`src/rtl/rom_ddr_loader_if.sv`:
```
// ----------------------------------------------------------------------------
// rom_ddr_loader_if
// Bus bundle between the loader and its ROM / DDR write port.
//   rom_addr        loader -> ROM    16-bit read address
//   rom_data        ROM -> loader    8*PIX_W read data
//   mem_data_wr1    loader -> DDR    256-bit write data
//   mem_data_rd1    DDR -> loader    256-bit read data (unused by the loader)
//   mem_data_addr1  loader -> DDR    28-bit write address
//   mem_rw_data1    loader -> DDR    1 = write
//   mem_valid_data1 loader -> DDR    write request valid
//   mem_ready_data1 DDR -> loader    write request accepted
// Modports: master = loader side, slave = ROM/DDR side.
// ----------------------------------------------------------------------------
interface rom_ddr_loader_if #(
   parameter int PIX_W = 8
);
   logic [15:0]        rom_addr;
   logic [8*PIX_W-1:0] rom_data;
   logic [255:0]       mem_data_wr1;
   logic [255:0]       mem_data_rd1;
   logic [27:0]        mem_data_addr1;
   logic               mem_rw_data1;
   logic               mem_valid_data1;
   logic               mem_ready_data1;

   modport master (
      output rom_addr,
      input  rom_data,
      output mem_data_wr1,
      input  mem_data_rd1,
      output mem_data_addr1,
      output mem_rw_data1,
      output mem_valid_data1,
      input  mem_ready_data1
   );

   modport slave (
      input  rom_addr,
      output rom_data,
      input  mem_data_wr1,
      output mem_data_rd1,
      input  mem_data_addr1,
      input  mem_rw_data1,
      input  mem_valid_data1,
      output mem_ready_data1
   );
endinterface

```
`src/rtl/rom_ddr_loader.sv`:
```
// ----------------------------------------------------------------------------
// rom_ddr_loader
// Copies NUM_WORDS ROM words into DDR starting at BASE_ADDR, stepping the
// address by ADDR_STEP per accepted write. Each ROM word holds eight PIX_W
// pixels, each widened (zero- or sign-extended) into a 32-bit DDR slot.
// A small prefetch FIFO decouples ROM reads from DDR back-pressure.
// Ports:
//   clk    sole clock, rising edge
//   rst    asynchronous active-low reset
//   start  one-cycle run request (honoured only when idle)
//   busy   run in progress
//   done   one-cycle pulse at run end
//   error  sticky watchdog abort flag (always 0 without the watchdog)
//   bus    rom_ddr_loader_if master modport (ROM read + DDR write port)
// Optional feature: define ROM_DDR_LOADER_TIMEOUT_EN to enable the ready
// watchdog (TIMEOUT_CYC stalled cycles abort the run and set error).
// ----------------------------------------------------------------------------
module rom_ddr_loader #(
   parameter int          PIX_W       = 8,
   parameter int          NUM_WORDS   = 38400,
   parameter logic [27:0] BASE_ADDR   = 28'h1000000,
   parameter int          ADDR_STEP   = 8,
   parameter int          ROM_LAT     = 1,
   parameter int          FIFO_DEPTH  = 4,
   parameter int          SIGN_EXT    = 0,
   parameter int          TIMEOUT_CYC = 1024
) (
   input  logic             clk,
   input  logic             rst,
   input  logic             start,
   output logic             busy,
   output logic             done,
   output logic             error,
   rom_ddr_loader_if.master bus
);
   localparam int PW = $clog2(FIFO_DEPTH);
   localparam int CW = PW + 1;

   typedef enum logic [1:0] {S_IDLE, S_RUN, S_DONE} state_t;

   state_t              state_q, state_d;
   logic [15:0]         rom_addr_q, rom_addr_d;
   logic [16:0]         issued_q, issued_d;
   logic [16:0]         acc_q, acc_d;
   logic [ROM_LAT-1:0]  rd_pipe_q, rd_pipe_d;
   logic [255:0]        fifo_mem_q [FIFO_DEPTH];
   logic [255:0]        fifo_mem_d [FIFO_DEPTH];
   logic [PW-1:0]       wr_ptr_q, wr_ptr_d, rd_ptr_q, rd_ptr_d;
   logic [CW-1:0]       fifo_cnt_q, fifo_cnt_d;
   logic                valid_q, valid_d;
   logic [255:0]        data_q, data_d;
   logic [27:0]         addr_q, addr_d;
   logic                error_q, error_d;

   logic [255:0]        packed_word;
   logic                issue, capture, accept, last_accept, pop, timeout;
   int                  inflight;
   logic                unused_rd;

`ifdef ROM_DDR_LOADER_TIMEOUT_EN
   logic [31:0]         wd_q, wd_d;
`endif

   assign bus.rom_addr        = rom_addr_q;
   assign bus.mem_data_wr1    = data_q;
   assign bus.mem_data_addr1  = addr_q;
   assign bus.mem_valid_data1 = valid_q;
   assign bus.mem_rw_data1    = 1'b1;
   assign unused_rd           = ^bus.mem_data_rd1;

   // Pixel k of the ROM word lands in 32-bit slot k; bits above PIX_W are
   // filled with the pixel MSB when SIGN_EXT is set, else with zero.
   always_comb begin
      packed_word = '0;
      for (int unsigned k = 0; k < 8; k++) begin
         for (int unsigned b = 0; b < 32; b++) begin
            if (b < PIX_W)
               packed_word[32*k+b] = bus.rom_data[PIX_W*k+b];
            else
               packed_word[32*k+b] = (SIGN_EXT != 0) && bus.rom_data[PIX_W*k+PIX_W-1];
         end
      end
   end

   always_comb begin
      inflight = 0;
      for (int unsigned i = 0; i < ROM_LAT; i++)
         inflight = inflight + int'(rd_pipe_q[i]);
   end

   // Issue only while FIFO occupancy plus reads still in the ROM pipe leave
   // room, so every captured word is guaranteed a free FIFO slot.
   assign issue       = (state_q == S_RUN) && (issued_q < 17'(NUM_WORDS)) &&
                        ((int'(fifo_cnt_q) + inflight) < FIFO_DEPTH);
   assign capture     = (state_q == S_RUN) && rd_pipe_q[ROM_LAT-1];
   assign accept      = (state_q == S_RUN) && valid_q && bus.mem_ready_data1;
   assign last_accept = accept && (acc_q == 17'(NUM_WORDS - 1));
   assign pop         = (state_q == S_RUN) && (!valid_q || accept) && (fifo_cnt_q != '0);

`ifdef ROM_DDR_LOADER_TIMEOUT_EN
   assign timeout = (state_q == S_RUN) && valid_q && !bus.mem_ready_data1 &&
                    (wd_q == 32'(TIMEOUT_CYC - 1));
   assign error   = error_q;
`else
   assign timeout = 1'b0;
   assign error   = 1'b0;
`endif

   // FSM: state register
   always_ff @(posedge clk or negedge rst) begin
      if (!rst) state_q <= S_IDLE;
      else      state_q <= state_d;
   end

   // FSM: next state
   always_comb begin
      state_d = state_q;
      case (state_q)
         S_IDLE:  if (start) state_d = S_RUN;
         S_RUN:   if (last_accept || timeout) state_d = S_DONE;
         S_DONE:  state_d = S_IDLE;
         default: state_d = S_IDLE;
      endcase
   end

   // FSM: outputs
   always_comb begin
      busy = (state_q == S_RUN);
      done = (state_q == S_DONE);
   end

   // Datapath next-state
   always_comb begin
      rom_addr_d = rom_addr_q;
      issued_d   = issued_q;
      acc_d      = acc_q;
      rd_pipe_d  = rd_pipe_q;
      fifo_mem_d = fifo_mem_q;
      wr_ptr_d   = wr_ptr_q;
      rd_ptr_d   = rd_ptr_q;
      fifo_cnt_d = fifo_cnt_q;
      valid_d    = valid_q;
      data_d     = data_q;
      addr_d     = addr_q;
      error_d    = error_q;
`ifdef ROM_DDR_LOADER_TIMEOUT_EN
      wd_d       = '0;
`endif
      if (state_q == S_IDLE && start) begin
         rom_addr_d = '0;
         issued_d   = '0;
         acc_d      = '0;
         rd_pipe_d  = '0;
         wr_ptr_d   = '0;
         rd_ptr_d   = '0;
         fifo_cnt_d = '0;
         valid_d    = 1'b0;
         addr_d     = BASE_ADDR;
         error_d    = 1'b0;
      end else if (state_q == S_RUN) begin
         rd_pipe_d = ROM_LAT'({rd_pipe_q, issue});
         if (issue) begin
            rom_addr_d = rom_addr_q + 16'd1;
            issued_d   = issued_q + 17'd1;
         end
         if (capture) begin
            fifo_mem_d[wr_ptr_q] = packed_word;
            wr_ptr_d             = wr_ptr_q + PW'(1);
         end
         if (accept) begin
            addr_d = addr_q + 28'(ADDR_STEP);
            acc_d  = acc_q + 17'd1;
         end
         // Output register refills on the accepting edge when data is
         // waiting, giving one word per cycle back-to-back.
         if (!valid_q || accept) begin
            if (pop) begin
               data_d   = fifo_mem_q[rd_ptr_q];
               rd_ptr_d = rd_ptr_q + PW'(1);
               valid_d  = 1'b1;
            end else begin
               valid_d  = 1'b0;
            end
         end
         fifo_cnt_d = fifo_cnt_q + CW'(capture) - CW'(pop);
`ifdef ROM_DDR_LOADER_TIMEOUT_EN
         if (valid_q && !bus.mem_ready_data1) wd_d = wd_q + 32'd1;
`endif
         if (timeout) begin
            valid_d    = 1'b0;
            rd_pipe_d  = '0;
            wr_ptr_d   = '0;
            rd_ptr_d   = '0;
            fifo_cnt_d = '0;
            error_d    = 1'b1;
         end
      end
   end

   always_ff @(posedge clk or negedge rst) begin
      if (!rst) begin
         rom_addr_q <= '0;
         issued_q   <= '0;
         acc_q      <= '0;
         rd_pipe_q  <= '0;
         fifo_mem_q <= '{default: '0};
         wr_ptr_q   <= '0;
         rd_ptr_q   <= '0;
         fifo_cnt_q <= '0;
         valid_q    <= 1'b0;
         data_q     <= '0;
         addr_q     <= BASE_ADDR;
         error_q    <= 1'b0;
      end else begin
         rom_addr_q <= rom_addr_d;
         issued_q   <= issued_d;
         acc_q      <= acc_d;
         rd_pipe_q  <= rd_pipe_d;
         fifo_mem_q <= fifo_mem_d;
         wr_ptr_q   <= wr_ptr_d;
         rd_ptr_q   <= rd_ptr_d;
         fifo_cnt_q <= fifo_cnt_d;
         valid_q    <= valid_d;
         data_q     <= data_d;
         addr_q     <= addr_d;
         error_q    <= error_d;
      end
   end

`ifdef ROM_DDR_LOADER_TIMEOUT_EN
   always_ff @(posedge clk or negedge rst) begin
      if (!rst) wd_q <= '0;
      else      wd_q <= wd_d;
   end
`endif
endmodule
```
`src/flat_wrapper.sv`:
```
// flat-port wrapper written by rule: the top's interface ports become plain ports
module rom_ddr_loader_flat 
#(
   parameter int          PIX_W       = 8,
   parameter int          NUM_WORDS   = 38400,
   parameter logic [27:0] BASE_ADDR   = 28'h1000000,
   parameter int          ADDR_STEP   = 8,
   parameter int          ROM_LAT     = 1,
   parameter int          FIFO_DEPTH  = 4,
   parameter int          SIGN_EXT    = 0,
   parameter int          TIMEOUT_CYC = 1024
)
  (clk, rst, start, busy, done, error, bus_rom_addr, bus_rom_data, bus_mem_data_wr1, bus_mem_data_rd1, bus_mem_data_addr1, bus_mem_rw_data1, bus_mem_valid_data1, bus_mem_ready_data1);
  rom_ddr_loader_if #(.PIX_W(PIX_W)) bus_i ();
  input  logic clk;
  input  logic rst;
  input  logic start;
  output logic busy;
  output logic done;
  output logic error;
  output wire logic [$bits(bus_i.rom_addr)-1:0] bus_rom_addr;
  input wire logic [$bits(bus_i.rom_data)-1:0] bus_rom_data;
  output wire logic [$bits(bus_i.mem_data_wr1)-1:0] bus_mem_data_wr1;
  input wire logic [$bits(bus_i.mem_data_rd1)-1:0] bus_mem_data_rd1;
  output wire logic [$bits(bus_i.mem_data_addr1)-1:0] bus_mem_data_addr1;
  output wire logic [$bits(bus_i.mem_rw_data1)-1:0] bus_mem_rw_data1;
  output wire logic [$bits(bus_i.mem_valid_data1)-1:0] bus_mem_valid_data1;
  input wire logic [$bits(bus_i.mem_ready_data1)-1:0] bus_mem_ready_data1;
  assign bus_rom_addr = bus_i.rom_addr;
  assign bus_i.rom_data = bus_rom_data;
  assign bus_mem_data_wr1 = bus_i.mem_data_wr1;
  assign bus_i.mem_data_rd1 = bus_mem_data_rd1;
  assign bus_mem_data_addr1 = bus_i.mem_data_addr1;
  assign bus_mem_rw_data1 = bus_i.mem_rw_data1;
  assign bus_mem_valid_data1 = bus_i.mem_valid_data1;
  assign bus_i.mem_ready_data1 = bus_mem_ready_data1;
  rom_ddr_loader #(.PIX_W(PIX_W), .NUM_WORDS(NUM_WORDS), .BASE_ADDR(BASE_ADDR), .ADDR_STEP(ADDR_STEP), .ROM_LAT(ROM_LAT), .FIFO_DEPTH(FIFO_DEPTH), .SIGN_EXT(SIGN_EXT), .TIMEOUT_CYC(TIMEOUT_CYC)) u_core (.clk(clk), .rst(rst), .start(start), .busy(busy), .done(done), .error(error), .bus(bus_i));
endmodule
```
`config.mk`:
```
export PLATFORM = sky130hd
export DESIGN_NAME = rom_ddr_loader_flat
export DESIGN_NICKNAME = d
export VERILOG_FILES = /design/src/rtl/rom_ddr_loader_if.sv /design/src/rtl/rom_ddr_loader.sv /design/src/flat_wrapper.sv
export SDC_FILE = /design/constraint.sdc
export NUM_CORES = 1
export LEC_CHECK = 0
export CAP_MARGIN = 20
export CORE_AREA = 2 2 245 247
export CTS_CLUSTER_DIAMETER = 30
export DETAILED_ROUTE_END_ITERATION = 6
export DIE_AREA = 0 0 247 249
export GPL_TIMING_DRIVEN = 0
export HOLD_SLACK_MARGIN = 0.1
export PLACE_DENSITY = 0.6
export SETUP_SLACK_MARGIN = 0.05
export SYNTH_ARGS = -nofsm -noshare
export SYNTH_HDL_FRONTEND = slang
export SYNTH_SLANG_ARGS = --single-unit
```
`constraint.sdc`:
```
create_clock -name clk -period 2.1 [get_ports clk]
set_input_delay 0.42 -clock clk [delete_from_list [all_inputs] [get_ports clk]]
set_output_delay 0.42 -clock clk [all_outputs]
set_load 0.01 [all_outputs]
```
==> results.json <==
{
  "cts_tree": "done",
  "hold_class": "primary input to async pin",
  "path_delay_family": "adder cells",
  "drt_iter0_drc": 415,
  "synthCells": 1410,
  "rsz0062_at_grt": "yes",
  "worst-endpoint-arrival_ns": 2.51,
  "drive_gt1_share_pct": 43.29,
  "clk_path_buf_depth": 3,
  "synth_area_leader_cell": "dfrtp_1",
  "synth_seq_area_share_pct": 52.73,
  "whs_ns": -0.2623,
  "via_count": 12302,
  "leakage_nw": 12.19,
  "grt_pass1_vias": 12857,
  "antenna_left": 0,
  "setup_slack_ns": 0.05807,
  "hpwl_mm": 32.89,
  "die_area_um2": 61500,
  "final_hold_viol_count": 64,
  "slew_headroom_pct": 46.84,
  "power_density_nw_per_um2": 1596,
  "end_kind": "register",
  "ys_async_sr_fraction_pct": 100.0,
  "synth_area_leaders": "dfrtp_1, mux2_2, buf_4, mux4_2, xor2_1",
  "core-area_um2": 58690,
  "worst_path_most_repeated_cell": "nand2b_4",
  "ys_types": 58,
  "final_cells": 2746,
  "synth.ff_latch_count": 406,
  "power_switching_mw": 12.23,
  "synth.top_cell.area_share_pct": 52.59,
  "synthFlopType": "dfrtp_1",
  "seqPwrFrac_pct": 32.0,
  "synth_warnings": 0,
  "placed_cells": 2557,
  "io_buffer_count": 175,
  "worst_r2r_path_depth": 8,
  "crit_buf_inv": 2,
  "crit_path_max_fanout": 6,
  "combPwrFrac_pct": 32.6,
  "die_h_um": 249,
  "reg2reg_slack_ns": 0.06,
  "post-place-ws_ns": -0.8388,
  "maxCapViolations": 0,
  "avgSynthCellArea_um2": 13.67,
  "clock_power_share_pct": 35.5,
  "setup_viol": 0,
  "failed_checks": "negative hold slack",
  "syn2layout_area_growth_pct": 37.90,
  "cts_sinks": 406,
  "worst_path_max_delay_cell": "fa_2",
  "grt-ovfl-total": 0,
  "slew_violations": 0,
  "die_w_um": 247,
  "crit_type": "register to register",
  "path_clk_slew_ns": 0.04,
  "critPathRequiredTime_ns": 2.56,
  "clock_latency_ns": 0.62,
  "num_rows": 89,
  "io_pins": 629,
  "timing.rr.start": "u_core.state_q[1]$_DFFE_PN0P_",
  "cpPeakStageDelay_ns": 0.53,
  "vias_per_cell": 4.480,
  "internal_power_mw": 30.19,
  "grt_util_all_layers_pct": 15.53,
  "fillers": 5276,
  "max_slew.worst_pin.slew_ns": 0.7973,
  "max_freq_ghz": 0.4897,
  "netlist_area_um2": 19270,
  "fin_worst_skew_ns": 0.03482,
  "cts_buffers": 93,
  "cp_cell_sequence": "nand2b_4, buf_8, nor4_4, nand2b_4, ha_4, inv_2, fa_2, o21ai_1",
  "initial_core_util_pct": 32.84,
  "status": "finished with violations",
  "drc_errors": 0,
  "ir_drop_v": 0.001194,
  "gp_congestion": 0.8082,
  "cts_root_buf": "clkbuf_16",
  "dr.pass1.iters": 4,
  "synth_edf_count": 0,
  "h-tree-depth": 3,
  "wl_per_cell_um": 17.46,
  "grt_pass1_wl_mm": 73.86,
  "grt_start_max_net_pins": 118,
  "period_share_pct": 97.23,
  "fin_nets": 2230,
  "post-route-min-period_ns": 2.042,
  "antenna_found_initial": 14,
  "setup.worst_path.start_class": "register",
  "netSwitchingFraction_pct": 28.82,
  "reg2reg_to": "u_core.fifo_cnt_q[1]$_DFFE_PN0P_",
  "wirelength_mm": 47.93
}
final cells by class:
class	count	area, um2	share of cell area, %
diodes	7	17.52	0.06592
plain buffers	262	1866	7.020
clock buffers	129	2675	10.07
clock inverters	37	636.9	2.397
inverters	8	30.03	0.1130
multi-input cells	929	8203	30.87
flip-flops and latches	406	10170	38.27
well taps	773	967.2	3.640
repair buffers	195	2009	7.562
cells in the mapped netlist (2+ instances only):
library cell / n
o211ai_1: 2
mux4_2: 64
buf_6: 2
and4_1: 11
inv_1: 7
a21oi_1: 4
nor4_1: 9
buf_4: 197
conb_1: 2
nand2_2: 4
o21ai_0: 12
xnor2_1: 25
nand2_1: 43
dfrtp_1: 405
clkbuf_1: 18
and3_1: 9
o31ai_1: 2
xor2_1: 29
buf_2: 37
a22o_1: 2
nand4_1: 24
nor3_1: 9
and2_1: 10
mux2_2: 320
nand2b_1: 7
buf_1: 8
ha_1: 10
or2_2: 2
nand3_1: 31
nor2_1: 65
or3_1: 2
mux2i_1: 11
nor2b_1: 2
worst register-to-register path, stage by stage (launching register included):
cell	delay, ns
dfrtp_1	0.38
nand2b_4	0.17
buf_8	0.14
nor4_4	0.29
nand2b_4	0.18
ha_4	0.12
inv_2	0.03
fa_2	0.53
o21ai_1	0.06
worst max-delay path by stage:
| stage | from | to | slack (ns) | cells after the start |
|---|---|---|---|---|
| after global placement | rst | u_core.bus.rom_addr[8]$_DFFE_PN0P_ | -17.17 | 1 |
| after detailed placement | bus_mem_ready_data1 | u_core.bus.mem_data_wr1[161]$_DFFE_PN0P_ | -0.84 | 6 |
| after CTS | u_core.state_q[1]$_DFFE_PN0P_ | u_core.acc_q[13]$_DFFE_PN0P_ | 0.02 | 6 |
| after floorplan | u_core.state_q[1]$_DFFE_PN0P_ | u_core.fifo_cnt_q[2]$_DFFE_PN0P_ | 0.05 | 9 |
| final | u_core.state_q[1]$_DFFE_PN0P_ | u_core.fifo_cnt_q[1]$_DFFE_PN0P_ | 0.06 | 8 |
| after global routing | u_core.state_q[1]$_DFFE_PN0P_ | u_core.issued_q[5]$_DFFE_PN0P_ | -0.008 | 7 |
state kept, by name, indices dropped and copies added, names as in the netlist:
register and flops:
u_core.rd_ptr_q 2, u_core.bus.mem_valid_data1 1, u_core.acc_q 17, u_core.fifo_cnt_q 3
u_core.bus.mem_data_addr1 25, u_core.fifo_mem_q 256, u_core.issued_q 17, u_core.bus.rom_addr 16
u_core.bus.mem_data_wr1 64, u_core.state_q 2, u_core.wr_ptr_q 2, u_core.rd_pipe_q 1
cell families after synthesis:
kind of cell	Yosys count	share of synthesized area, %
flops	406	52.73
mux	395	26.75
buf+inv	270	9.415
simple gates	241	6.688
xor+xnor	54	2.454
compound gates	31	1.169
fa+ha+maj	11	0.7532
other cells	2	0.03897
per-layer routing:
layer / part of all wire, % / track usage [%] / up-vias
met4: 2.1 / 4.630 / 18
met3: 9.8 / 6.593 / 91
met2: 46 / 24.73 / 394
li1: - / - / 5636
met1: 41 / 19.10 / 6163
met5: 0.24 / 0 / -
repair_timing:
item	in CTS	in global routing
setup buffers	5	11
resized for setup	80	51
pin swaps	5	8
endpoints found under the hold margin	64	64
setup endpoints to repair	239	243
layout by cell type (no fill, tap or decap), types with 9 or more instances in the layout:
| cell type | n |
|---|---|
| xor2_1 | 29 |
| nor2_1 | 65 |
| and2_1 | 10 |
| clkbuf_1 | 27 |
| nand4_1 | 24 |
| and4_1 | 11 |
| xnor2_1 | 24 |
| clkbuf_16 | 95 |
| dlymetal6s2s_1 | 19 |
| buf_4 | 220 |
| clkinv_2 | 11 |
| clkdlybuf4s50_1 | 125 |
| mux4_2 | 64 |
| mux2_2 | 320 |
| mux2i_1 | 11 |
| nand3_1 | 31 |
| bufinv_16 | 14 |
| o21ai_0 | 9 |
| dfrtp_1 | 399 |
| and3_1 | 9 |
| conb_1 | 197 |
| clkbuf_2 | 9 |
| dlygate4sd2_1 | 29 |
| buf_2 | 22 |
| nand2_1 | 43 |
| clkbuf_8 | 17 |
power groups by stage:
stage	clock network, mW	logic, mW	registers, mW
5_1_grt	15.8	14.9	14.0
3_3_place_gp	0	13.4	13.5
4_1_cts	15.3	13.8	13.6
3_5_place_dp	0	13.7	13.6
2_1_floorplan	0	9.12	13.3
6_report	15.1	13.8	13.6
through the flow:
stage	setup TNS (ns)	total power, mW	area [um2]	util, %
after floorplan	0	22.46	20010	-
after global placement	-6995.70	26.82	22730	38.73
after detailed placement	-90.31	27.27	22840	38.92
after CTS	0	42.71	26310	44.83
after global routing	-0.01816	44.73	26560	45.25
final	0	42.42	26570	45.28
Power figures use the tool's default switching activity.
